`src/rtl/sdm_pkg.sv`:
```
// Shared types and defaults for the sigma-delta modulator front end.
package sdm_pkg;

   localparam int unsigned SDM_DATA_W = 16;

   typedef enum logic [1:0] {
      IDLE = 2'd0,
      RUN  = 2'd1,
      HOLD = 2'd2
   } feeder_state_t;

endpackage

```
`src/rtl/sdm_sync_fifo.sv`:
```
// Small synchronous FIFO with a zero-latency head; pushes into a full FIFO are dropped.
module sdm_sync_fifo #(
   parameter int unsigned DATA_W  = 16,
   parameter int unsigned FIFO_AW = 2
) (
   input  logic               clk,
   input  logic               rst_n,
   input  logic               push,
   input  logic [DATA_W-1:0]  din,
   input  logic               pop,
   output logic [DATA_W-1:0]  dout,
   output logic               full,
   output logic               empty,
   output logic [FIFO_AW:0]   level
);

   localparam int unsigned DEPTH = 1 << FIFO_AW;
   localparam int unsigned CNT_W = FIFO_AW + 1;

   logic [DATA_W-1:0]  mem [DEPTH];
   logic [FIFO_AW-1:0] wr_ptr;
   logic [FIFO_AW-1:0] rd_ptr;
   logic [CNT_W-1:0]   count;
   logic               do_push;
   logic               do_pop;

   // Full is judged on the current count, so a simultaneous pop does not free a slot.
   assign full    = (count == CNT_W'(DEPTH));
   assign empty   = (count == '0);
   assign do_push = push && !full;
   assign do_pop  = pop && !empty;
   assign dout    = mem[rd_ptr];
   assign level   = count;

   always_ff @(posedge clk) begin
      if (do_push) begin
         mem[wr_ptr] <= din;
      end
   end

   always_ff @(posedge clk or negedge rst_n) begin
      if (!rst_n) begin
         wr_ptr <= '0;
         rd_ptr <= '0;
         count  <= '0;
      end else begin
         if (do_push) begin
            wr_ptr <= wr_ptr + FIFO_AW'(1);
         end
         if (do_pop) begin
            rd_ptr <= rd_ptr + FIFO_AW'(1);
         end
         case ({do_push, do_pop})
            2'b10:   count <= count + CNT_W'(1);
            2'b01:   count <= count - CNT_W'(1);
            default: count <= count;
         endcase
      end
   end

endmodule

```
`src/rtl/sdm_interp_feeder.sv`:
```
// PCM sample buffer and linear interpolator feeding the sigma-delta modulator din.
// Optional SDM_FEED_UNDERRUN_CNT_EN adds a saturating underrun_cnt output.
module sdm_interp_feeder
   import sdm_pkg::*;
#(
   parameter int unsigned DATA_W   = SDM_DATA_W,
   parameter int unsigned OSR_LOG2 = 6,
   parameter int unsigned FIFO_AW  = 2
) (
   input  logic               clk,
   input  logic               rst_n,
   input  logic               enable,
   input  logic               s_valid,
   output logic               s_ready,
   input  logic [DATA_W-1:0]  s_data,
   output logic [DATA_W-1:0]  dout,
   output logic               underrun,
   output logic [FIFO_AW:0]   fifo_level
`ifdef SDM_FEED_UNDERRUN_CNT_EN
   ,
   output logic [15:0]        underrun_cnt
`endif
);

   localparam int unsigned DIFF_W = DATA_W + 1;
   localparam int unsigned ACC_W  = DATA_W + 1 + OSR_LOG2;
   localparam logic [OSR_LOG2-1:0] PHASE_LAST = '1;

   feeder_state_t              state;
   logic [OSR_LOG2-1:0]        phase;
   logic signed [DATA_W-1:0]   prev;
   logic signed [DATA_W-1:0]   cur;
   logic signed [ACC_W-1:0]    acc;
   logic signed [DIFF_W-1:0]   diff;
   logic signed [ACC_W-1:0]    acc_next;
   logic [DATA_W-1:0]          head;
   logic                       full;
   logic                       empty;
   logic                       boundary;
   logic                       pop;
   logic                       starve;

   // prev + floor(acc / OSR), truncated to the modulator width.
   function automatic logic [DATA_W-1:0] interp(input logic signed [DATA_W-1:0] base,
                                                 input logic signed [ACC_W-1:0]  a);
      logic signed [ACC_W-1:0] sum;
      sum = ACC_W'(base) + (a >>> OSR_LOG2);
      return DATA_W'(sum);
   endfunction

   sdm_sync_fifo #(
      .DATA_W  (DATA_W),
      .FIFO_AW (FIFO_AW)
   ) u_fifo (
      .clk   (clk),
      .rst_n (rst_n),
      .push  (s_valid),
      .din   (s_data),
      .pop   (pop),
      .dout  (head),
      .full  (full),
      .empty (empty),
      .level (fifo_level)
   );

   assign s_ready  = !full;
   assign boundary = (phase == PHASE_LAST);
   assign pop      = enable && !empty && ((state == IDLE) || boundary);
   assign starve   = enable && (state != IDLE) && boundary && empty;
   assign diff     = DIFF_W'(cur) - DIFF_W'(prev);
   assign acc_next = acc + ACC_W'(diff);

   // Interpolator FSM; dout is registered from the next-cycle prev/acc.
   always_ff @(posedge clk or negedge rst_n) begin
      if (!rst_n) begin
         state    <= IDLE;
         phase    <= '0;
         prev     <= '0;
         cur      <= '0;
         acc      <= '0;
         dout     <= '0;
         underrun <= 1'b0;
      end else begin
         underrun <= starve;
         if (!enable) begin
            state <= IDLE;
            phase <= '0;
            prev  <= '0;
            cur   <= '0;
            acc   <= '0;
            dout  <= '0;
         end else begin
            case (state)
               IDLE: begin
                  phase <= '0;
                  dout  <= '0;
                  if (!empty) begin
                     state <= RUN;
                     prev  <= '0;
                     cur   <= head;
                     acc   <= '0;
                  end
               end
               RUN, HOLD: begin
                  phase <= phase + OSR_LOG2'(1);
                  if (boundary) begin
                     prev <= cur;
                     acc  <= '0;
                     dout <= cur;
                     if (!empty) begin
                        cur   <= head;
                        state <= RUN;
                     end else begin
                        state <= HOLD;
                     end
                  end else begin
                     acc  <= acc_next;
                     dout <= interp(prev, acc_next);
                  end
               end
               default: state <= IDLE;
            endcase
         end
      end
   end

`ifdef SDM_FEED_UNDERRUN_CNT_EN
   // Saturating underrun tally; only rst_n clears it.
   always_ff @(posedge clk or negedge rst_n) begin
      if (!rst_n) begin
         underrun_cnt <= '0;
      end else if (starve && (underrun_cnt != 16'hFFFF)) begin
         underrun_cnt <= underrun_cnt + 16'd1;
      end
   end
`endif

endmodule

```
`config.mk`:
```
export PLATFORM = sky130hd
export DESIGN_NAME = sdm_interp_feeder
export DESIGN_NICKNAME = d
export VERILOG_FILES = /design/src/rtl/sdm_pkg.sv /design/src/rtl/sdm_sync_fifo.sv /design/src/rtl/sdm_interp_feeder.sv
export SDC_FILE = /design/constraint.sdc
export NUM_CORES = 1
export LEC_CHECK = 0
export ABC_AREA = 1
export ABC_CLOCK_PERIOD_IN_PS = 3400
export CAP_MARGIN = 20
export CORE_MARGIN = 5
export CORE_UTILIZATION = 55
export CTS_CLUSTER_DIAMETER = 120
export DETAILED_ROUTE_END_ITERATION = 6
export GPL_TIMING_DRIVEN = 0
export PLACE_DENSITY = 0.84
export SLEW_MARGIN = 20
export SYNTH_ARGS = -nofsm -noshare
export SYNTH_HDL_FRONTEND = slang
export SYNTH_SLANG_ARGS = --single-unit
export TNS_END_PERCENT = 1
```
`constraint.sdc`:
```
create_clock -name clk -period 3.4 [get_ports clk]
set_clock_uncertainty 0.1 [all_clocks]
set_input_delay 0.34 -clock clk [delete_from_list [all_inputs] [get_ports clk]]
set_output_delay 0.34 -clock clk [all_outputs]
set_load 0.01 [all_outputs]
```
==> metrics.yaml <==
reg2reg_to: "dout[8]"
ys_warn_count: 0
status: "finished with violations"
place.detailed.hpwl_um: 15400
dieHeight_um: 136
tritoncts: "yes"
layout_commonest_cell: "nand2_1"
post_layout_nonfiller_instances: 1247
rsz0062_at_grt: "yes"
min_path_type: "in -> async"
dp_cells: 1187
grt_max_degree: 51
ys_seq_area_share_pct: 46.8
synth_flop_cell: "dfrtp_1"
fin_ws_ns: -0.581
seq_area_mm2: 0.00408
drive_above_1_share_pct: 24.7
grt_pass1_vias: 7446
final_cell_mix: "nand2_1, inv_1, dfrtp_1"
period_share_pct: 117
diodes: 0
insertion_delay_ns: 0.44
finalHoldViolations: 0
routabilityCongestion: 0.921
remaining_drc_errors: 4
grt-ovfl-total: 0
clkTransAtPathRegs_ns: 0.07
drv_cap: 0
initial_core_util_pct: 55.4
syn_area_mm2: 0.00871
tightest_slew_ns: 0.933
viasPerCell: 6.02
cts_root_buffer: "clkbuf_16"
critPathKind: "reg -> reg"
numCtsBuffers: 17
relSlewSlack_pct: 37.7
synth_edf_count: 64
cts_num_sinks: 150
first_pass_iters: 7
drt_iter0_markers: 964
clockBufferDepth: 2
drt_wl_total_um: 25200
wire_per_inst_um: 20.2
final_nets: 1107
rr_worst_depth: 20
rrSetupSlack_ns: -0.58
vias: 7511
r2r-start: "cur[3]"
syn_inst: 928
crit_arrival_ns: 4.26
grt_usage_pct: 27.2
synth_area_per_cell_um2: 9.38
violations: "DRC, setup timing"
ios: 41
cp_top_family: "adder cells"
htree_levels: 4
cp.buffers_inverters: 6
cp_max_fo: 4
multiInputGateArea_mm2: 0.00475
port_buffers: 40
grt_pass1_wl_um: 38400
postRouteAntennaNets: 0
crit_slowest_cell: "fa_1"
die_area_mm2: 0.0184
setup_viol: 12
max_freq_ghz: 0.251
async_reset_ff_share_pct: 57.3
synth-seq-cells: 150
n_fill_cell: 1011
end_kind: "register"
cpPeakStageDelay_ns: 0.56
slew_violations: 0
area_growth_pct: 27.0
cp_cell_sequence: "inv_2 > fa_1 > inv_2 > ha_4 > buf_4 > nand2_1 > nor2_2 > nand2_1 > nand2_2 > xor2_4 > inv_2 > fa_2 > o21ai_2 > inv_2 > o21bai_4 > inv_2 > o21ai_2 > xor2_1 > o21ai_1 > nand2_1"
die_w_um: 136
coreArea_mm2: 0.0157
worstPathRequired_ns: 3.68
grt_antenna_before_repair: 0
critPathLaunch: "cur[3]"
start_kind: "register"
syn_nets: 1017
path_common_cell: "inv_2"
ys_types: 52
finalCriticalPeriod_ns: 3.98
rows: 46
[through the flow]
| step | instance area, um^2 | utilization (%) | hold slack (ns) | setup TNS [ns] | setup WS (ns) |
|---|---|---|---|---|---|
| floorplan | 8850 | - | -0.0556 | -0.0966 | -0.0400 |
| global placement | 9520 | 60.6 | 0.361 | -118.30 | -1.64 |
| detailed placement | 9580 | 61.0 | 0.249 | -5.97 | -0.731 |
| CTS | 10600 | 67.6 | 0.342 | -3.65 | -0.428 |
| global route | 11100 | 70.4 | 0.364 | -6.94 | -0.772 |
| finish | 11100 | 70.4 | 0.319 | -5.23 | -0.581 |
[metal layers]
metal  vias up  global-route usage, %  routed length [um]
met2       434                   44.0               12200
li1       3285                      -                   -
met5         -                      0                   0
met3       123                   5.74                1950
met1      3669                   34.6                9730
met4         0                   14.3                1360
[final cells by class]
type                       count  share of cell area [%]
sequential                   150                    36.9
tap                          216                    2.44
clock inverter                15                    1.66
multi-input combinational    608                    42.9
clock buffer                  17                    3.85
timing repair buffer          71                    6.01
inverter                     147                    5.06
buffer                        23                    1.13
[how the worst max path moves through the flow]
stage / end / slack (ns) / cells past startpoint
6_report: dout[8] / -0.58 / 20
2_1_floorplan: dout[8] / -0.04 / 19
4_1_cts: dout[13] / -0.43 / 24
3_3_place_gp: prev[15] / -1.64 / 1
5_1_grt: dout[15] / -0.77 / 21
3_5_place_dp: dout[8] / -0.73 / 18
[logic make-up (layout without fill, tap and decap cells)]
kind of cell             count (synthesis)  after routing  share of synthesized area [%]
AND/OR/NAND/NOR                        313            313                           16.0
AO/OA/AOI/OAI                          197            197                           14.3
buffers and inverters                  170            273                           7.83
flip-flops                             150            150                           46.8
adder cells (fa/ha/maj)                 69             69                           11.9
XOR/XNOR                                25             25                           2.52
multiplexers                             4              4                          0.690
[synth_stat cells (all sizes together), types with 14 or more instances]
| cell type | instances | area share, % |
|---|---|---|
| a21oi | 75 | 4.4 |
| a32o | 19 | 2.2 |
| dfrtp | 86 | 25 |
| edfxtp | 64 | 22 |
| fa | 23 | 5.3 |
| ha | 46 | 6.6 |
| inv | 147 | 6.4 |
| nand2 | 197 | 8.7 |
| nand3 | 32 | 2.0 |
| nor2 | 61 | 3.5 |
| o21ai | 60 | 3.5 |
| o22ai | 23 | 2.4 |
| xor2 | 14 | 1.4 |
[timing repair]
item / 4_1_cts / 5_1_grt
setup buffers: 18 / 9
endpoints found under the hold margin: 36 / 0
pin swaps: 19 / 32
hold buffers: 1 / 0
resized for setup: 61 / 85
endpoints found under the setup margin: 12 / 15
[sequential cells by signal, indices dropped and copies added, names as in the netlist, 2 cells and up]
signal,count
phase,6
acc,22
dout,16
prev,16
u_fifo.level,3
u_fifo.mem,64
u_fifo.rd_ptr,2
u_fifo.wr_ptr,2
state,2
cur,16
Power is not shown: default switching activity piles up to over one toggle a cycle in this logic, so the estimate is an artifact.
==> RTL change 1, RTL diff (config.mk and constraints unchanged) <==
Remove the register `underrun`: a continuous assignment takes its place, so the output `underrun` follows one clock earlier.
--- a/src/rtl/sdm_interp_feeder.sv
+++ b/src/rtl/sdm_interp_feeder.sv
@@ -79,9 +79,7 @@
          cur      <= '0;
          acc      <= '0;
          dout     <= '0;
-         underrun <= 1'b0;
       end else begin
-         underrun <= starve;
          if (!enable) begin
             state <= IDLE;
             phase <= '0;
@@ -124,6 +122,8 @@
       end
    end
 
+   assign underrun = starve;
+
 `ifdef SDM_FEED_UNDERRUN_CNT_EN
    // Saturating underrun tally; only rst_n clears it.
    always_ff @(posedge clk or negedge rst_n) begin
Check against the original RTL: no difference found for any inputs over 4 cycles, from zero or initial values and one cycle with rst_n low; that may be too few to reach the edited logic, so the function may still have changed.
==> RTL change 1 against the original RTL <==
The flow finishes with violations (setup timing). Critical path depth is 2 higher. Non-clock buffer count is 4 lower. Final area is 2.4% lower. Sequential cell count is 1 lower. First-iteration DRC count is 25% lower. Synthesized area is 0.29% lower. Fmax is 0.25% higher. Wire length is 4.7% lower. Critical endpoint is now dout[13]. Setup slack better by 0.010 ns.
Power is not shown: default switching activity piles up to over one toggle a cycle in this logic, so the estimate is an artifact.
==> RTL change 1: results (changes against the original RTL) <==
wl_per_cell_um: 19.3  # -4.3%
synth_seq_cells: 149  # -0.67%
syn-num-nets: 1016  # -0.098%
n_all_buffers: 90  # -4.3%
synth_commonest_cells: "nand2_1 (194), inv_1 (138), dfrtp_1 (85)"
synth.avg_cell_area_um2: 9.36  # -0.18%
grt_pass1_vias: 7039  # -5.5%
reg2regPathDepth: 22  # +10%
vias: 7251  # -3.5%
violations: "setup timing"
tns_ns: -5.09  # +0.138 ns
setup_violations: 11  # -1
dp_hpwl_um: 15500  # +0.76%
crit_end: "dout[13]"
startpoint: "prev[8]"
nonClkBufAreaFrac_pct: 7.18  # +0.040 points
clkCellAreaFrac_pct: 5.45  # -0.059 points
crit_arrival_ns: 4.19  # -0.07 ns
placed_area_um2: 9580  # about the same
ys_seq_area_share_pct: 46.6  # -0.15 points
grt_util_met2_pct: 42.4  # -1.6 points
grt_max_degree: 58  # +14%
drive_gt1_share_pct: 22.1  # -2.6 points
fin_ws_ns: -0.571  # +0.0101 ns
route.met3.wl_um: 2090  # +7.5%
post-place-ws_ns: -0.686  # +0.0447 ns
use_met3_pct: 6.17  # +0.43 points
wl_met1_um: 9090  # -6.6%
status: "finished, violations left"
finalWeightedCongestion: 0.959  # +4.1%
holdWs_ns: 0.282  # -0.0375 ns
synthTopCellsByArea: "dfrtp_1 (25%), edfxtp_1 (22%), nand2_1 (8.4%)"
tightest_slew_ns: 0.905  # -0.0280 ns
RTL change 1: cell count changes in the layout (fill, tap and decap cells not counted), moves of 4 or more:
cell,before,now
o21ai_0,32,37
o21ai_1,20,16
a21oi_2,15,10
ha_1,18,22
ha_4,22,15
buf_4,29,24
a21oi_1,54,62
RTL change 1: cells by family after synthesis:
kind of cell | after synthesis | share of synthesized area (%)
simple gates | 313 | 16.0
compound gates | 197 | 14.3
buf+inv | 170 | 7.86
flops | 149 | 46.6
fa+ha+maj | 69 | 11.9
xor+xnor | 25 | 2.52
mux | 4 | 0.692
RTL change 1: what timing repair did:
| action | CTS | global route |
|---|---|---|
| endpoints found under the hold margin | 28 | 0 |
| setup buffers | 11 | 11 |
| gates cloned | 0 | 0 |
| pin swaps | 12 | 19 |
| hold buffers | 1 | 0 |
| endpoints found under the setup margin | 12 | 12 |
| gates resized for setup | 60 | 45 |
==> RTL change 2, RTL diff (config.mk and constraints unchanged) <==
Made on the original files. The option `SDM_FEED_UNDERRUN_CNT_EN` is turned on by a define.
--- a/src/rtl/sdm_interp_feeder.sv
+++ b/src/rtl/sdm_interp_feeder.sv
@@ -1,5 +1,7 @@
 // PCM sample buffer and linear interpolator feeding the sigma-delta modulator din.
 // Optional SDM_FEED_UNDERRUN_CNT_EN adds a saturating underrun_cnt output.
+`define SDM_FEED_UNDERRUN_CNT_EN
+
 module sdm_interp_feeder
    import sdm_pkg::*;
 #(
Formal check against the unedited RTL (old outputs only; new: underrun_cnt): equivalent (Yosys induction, for registers that start in step).
==> RTL change 2 against the original RTL <==
The flow finishes with violations (setup timing). Final cell count up 8.8%. Wire length fell by 2.4%. Synthesized area up 7.9%. Fmax decreased by 0.94%. Highest routed layer unchanged. Setup slack lost 0.038 ns. Sequential cell count increased by 16. Final area rose by 5.2%. Worst hold slack lost 0.019 ns. Largest cell class unchanged.
Power is left out: the tool's default activity adds up to more than one toggle a clock period on the data nets, which glitch-free logic cannot reach.
==> RTL change 2: results (changes against the original RTL) <==
grt_pass1_wl_um: 38000  # -1.1%
fin_ws_ns: -0.619  # -0.0380 ns
worst_r2r_endpoint: "dout[12]"
ctsHtreeMaxLevel: 4  # unchanged
drv_slew: 0  # unchanged
clk_latency_ns: 0.43
reg2regPathDepth: 22  # +10%
cp-end-kind: "register"
ys.flop_type: "dfrtp_1"
dp_hpwl_um: 16600  # +7.4%
yosys_warnings: 0  # unchanged
crit_arrival_ns: 4.24  # -0.02 ns
first_pass_iters: 5  # -2
grt_use_total_pct: 24.0  # -3.2 points
clk_pin_slew_ns: 0.08
async_flop_share_pct: 61.4  # +4.1 points
yosysUniqueCellTypes: 50  # -3.8%
finalWeightedCongestion: 0.972  # +5.5%
clock_path_buffers: 2  # unchanged
drt_iter0_markers: 665  # -31%
root_buffer: "clkbuf_16"
antenna_found_initial: 0  # unchanged
antenna_cells: 0  # unchanged
startpoint: "prev[7]"
violations: "setup timing"
grt_max_degree: 55  # +7.8%
setup_violations: 13  # +1
tightest_slew_ns: 0.921  # -0.0124 ns
cts_buffers: 17  # unchanged
slowest_delay_ns: 0.56  # about the same
hold_path_class: "input port to async pin"
fillCellCount: 1141  # +13%
ys_seq_area_share_pct: 47.6  # +0.85 points
synth-edff-count: 64  # unchanged
status: "finished, violations left"
vias: 7839  # +4.4%
grt_pass1_vias: 7630  # +2.5%
portBuffers: 56  # +40%
syn-num-nets: 1114  # +9.5%
wl_per_cell_um: 18.1  # -10%
synthTopCellsByArea: "dfrtp_1 (27%), edfxtp_1 (20%), nand2_1 (8.8%)"
nNetsFinal: 1214  # +9.7%
crit_fanout: 5  # +1
largestRegisters: "u_fifo.mem (64), acc (22)"
synth_commonest_cells: "nand2_1 (221), inv_1 (157), dfrtp_1 (102)"
crit_family: "adder cells"
drive_gt1_share_pct: 19.3  # -5.4 points
crit_slowest_cell: "fa_1"
## RTL change 2: how the worst min path moves through the flow
stage	to	slack [ns]	depth (start not counted)
3_3_place_gp	dout[7]	0.36	2
4_1_cts	acc[16]	0.34	2
2_1_floorplan	acc[0]	-0.06	0
3_5_place_dp	acc[17]	0.23	1
6_report	acc[16]	0.30	2
5_1_grt	acc[16]	0.37	2
## RTL change 2: through the flow
stage	TNS [ns]	utilization (%)	area, µm²	setup WS [ns]	cells
global placement	-221.91	61.7	10300	-2.11	1300
finish	-5.70	69.9	11600	-0.619	1357
detailed placement	-7.56	62.0	10300	-0.906	1301
floorplan	-1.22	-	9440	-0.270	1024
CTS	-5.65	67.5	11200	-0.621	1348
global route	-8.04	69.9	11600	-0.781	1357
## RTL change 2: cell families after synthesis
group                    synth area share (%)
flip-flops                               47.6
buffers and inverters                    7.71
AO/OA/AOI/OAI                            11.8
multiplexers                            0.600
AND/OR/NAND/NOR                          17.4
adder cells (fa/ha/maj)                  11.2
XOR/XNOR                                 3.73
## RTL change 2: cell type report
type | instances | area [µm²] | share of cell area [%]
Clock buffer | 17 | 425 | 3.66
Timing Repair Buffer | 81 | 772 | 6.63
Buffer | 23 | 100 | 0.860
Clock inverter | 15 | 166 | 1.43
Tap cell | 220 | 275 | 2.37
Sequential cell | 166 | 4480 | 38.5
Multi-Input combinational cell | 669 | 4780 | 41.1
Inverter | 166 | 631 | 5.42
## RTL change 2: repair_timing
item	4_1_cts	5_1_grt
pin swaps	20	21
resized for setup	48	77
endpoints found under the hold margin	48	0
endpoints found under the setup margin	13	15
hold buffers	1	0
buffers inserted	14	9
## RTL change 2: metal layers
metal  up-vias  track usage, %  share of wire [%]
li1       3585               -                  -
met1      3776            31.2                 38
met2       388            41.0                 51
met3        90            3.22                7.4
met4         0            9.38                3.8
met5         -               0                  0
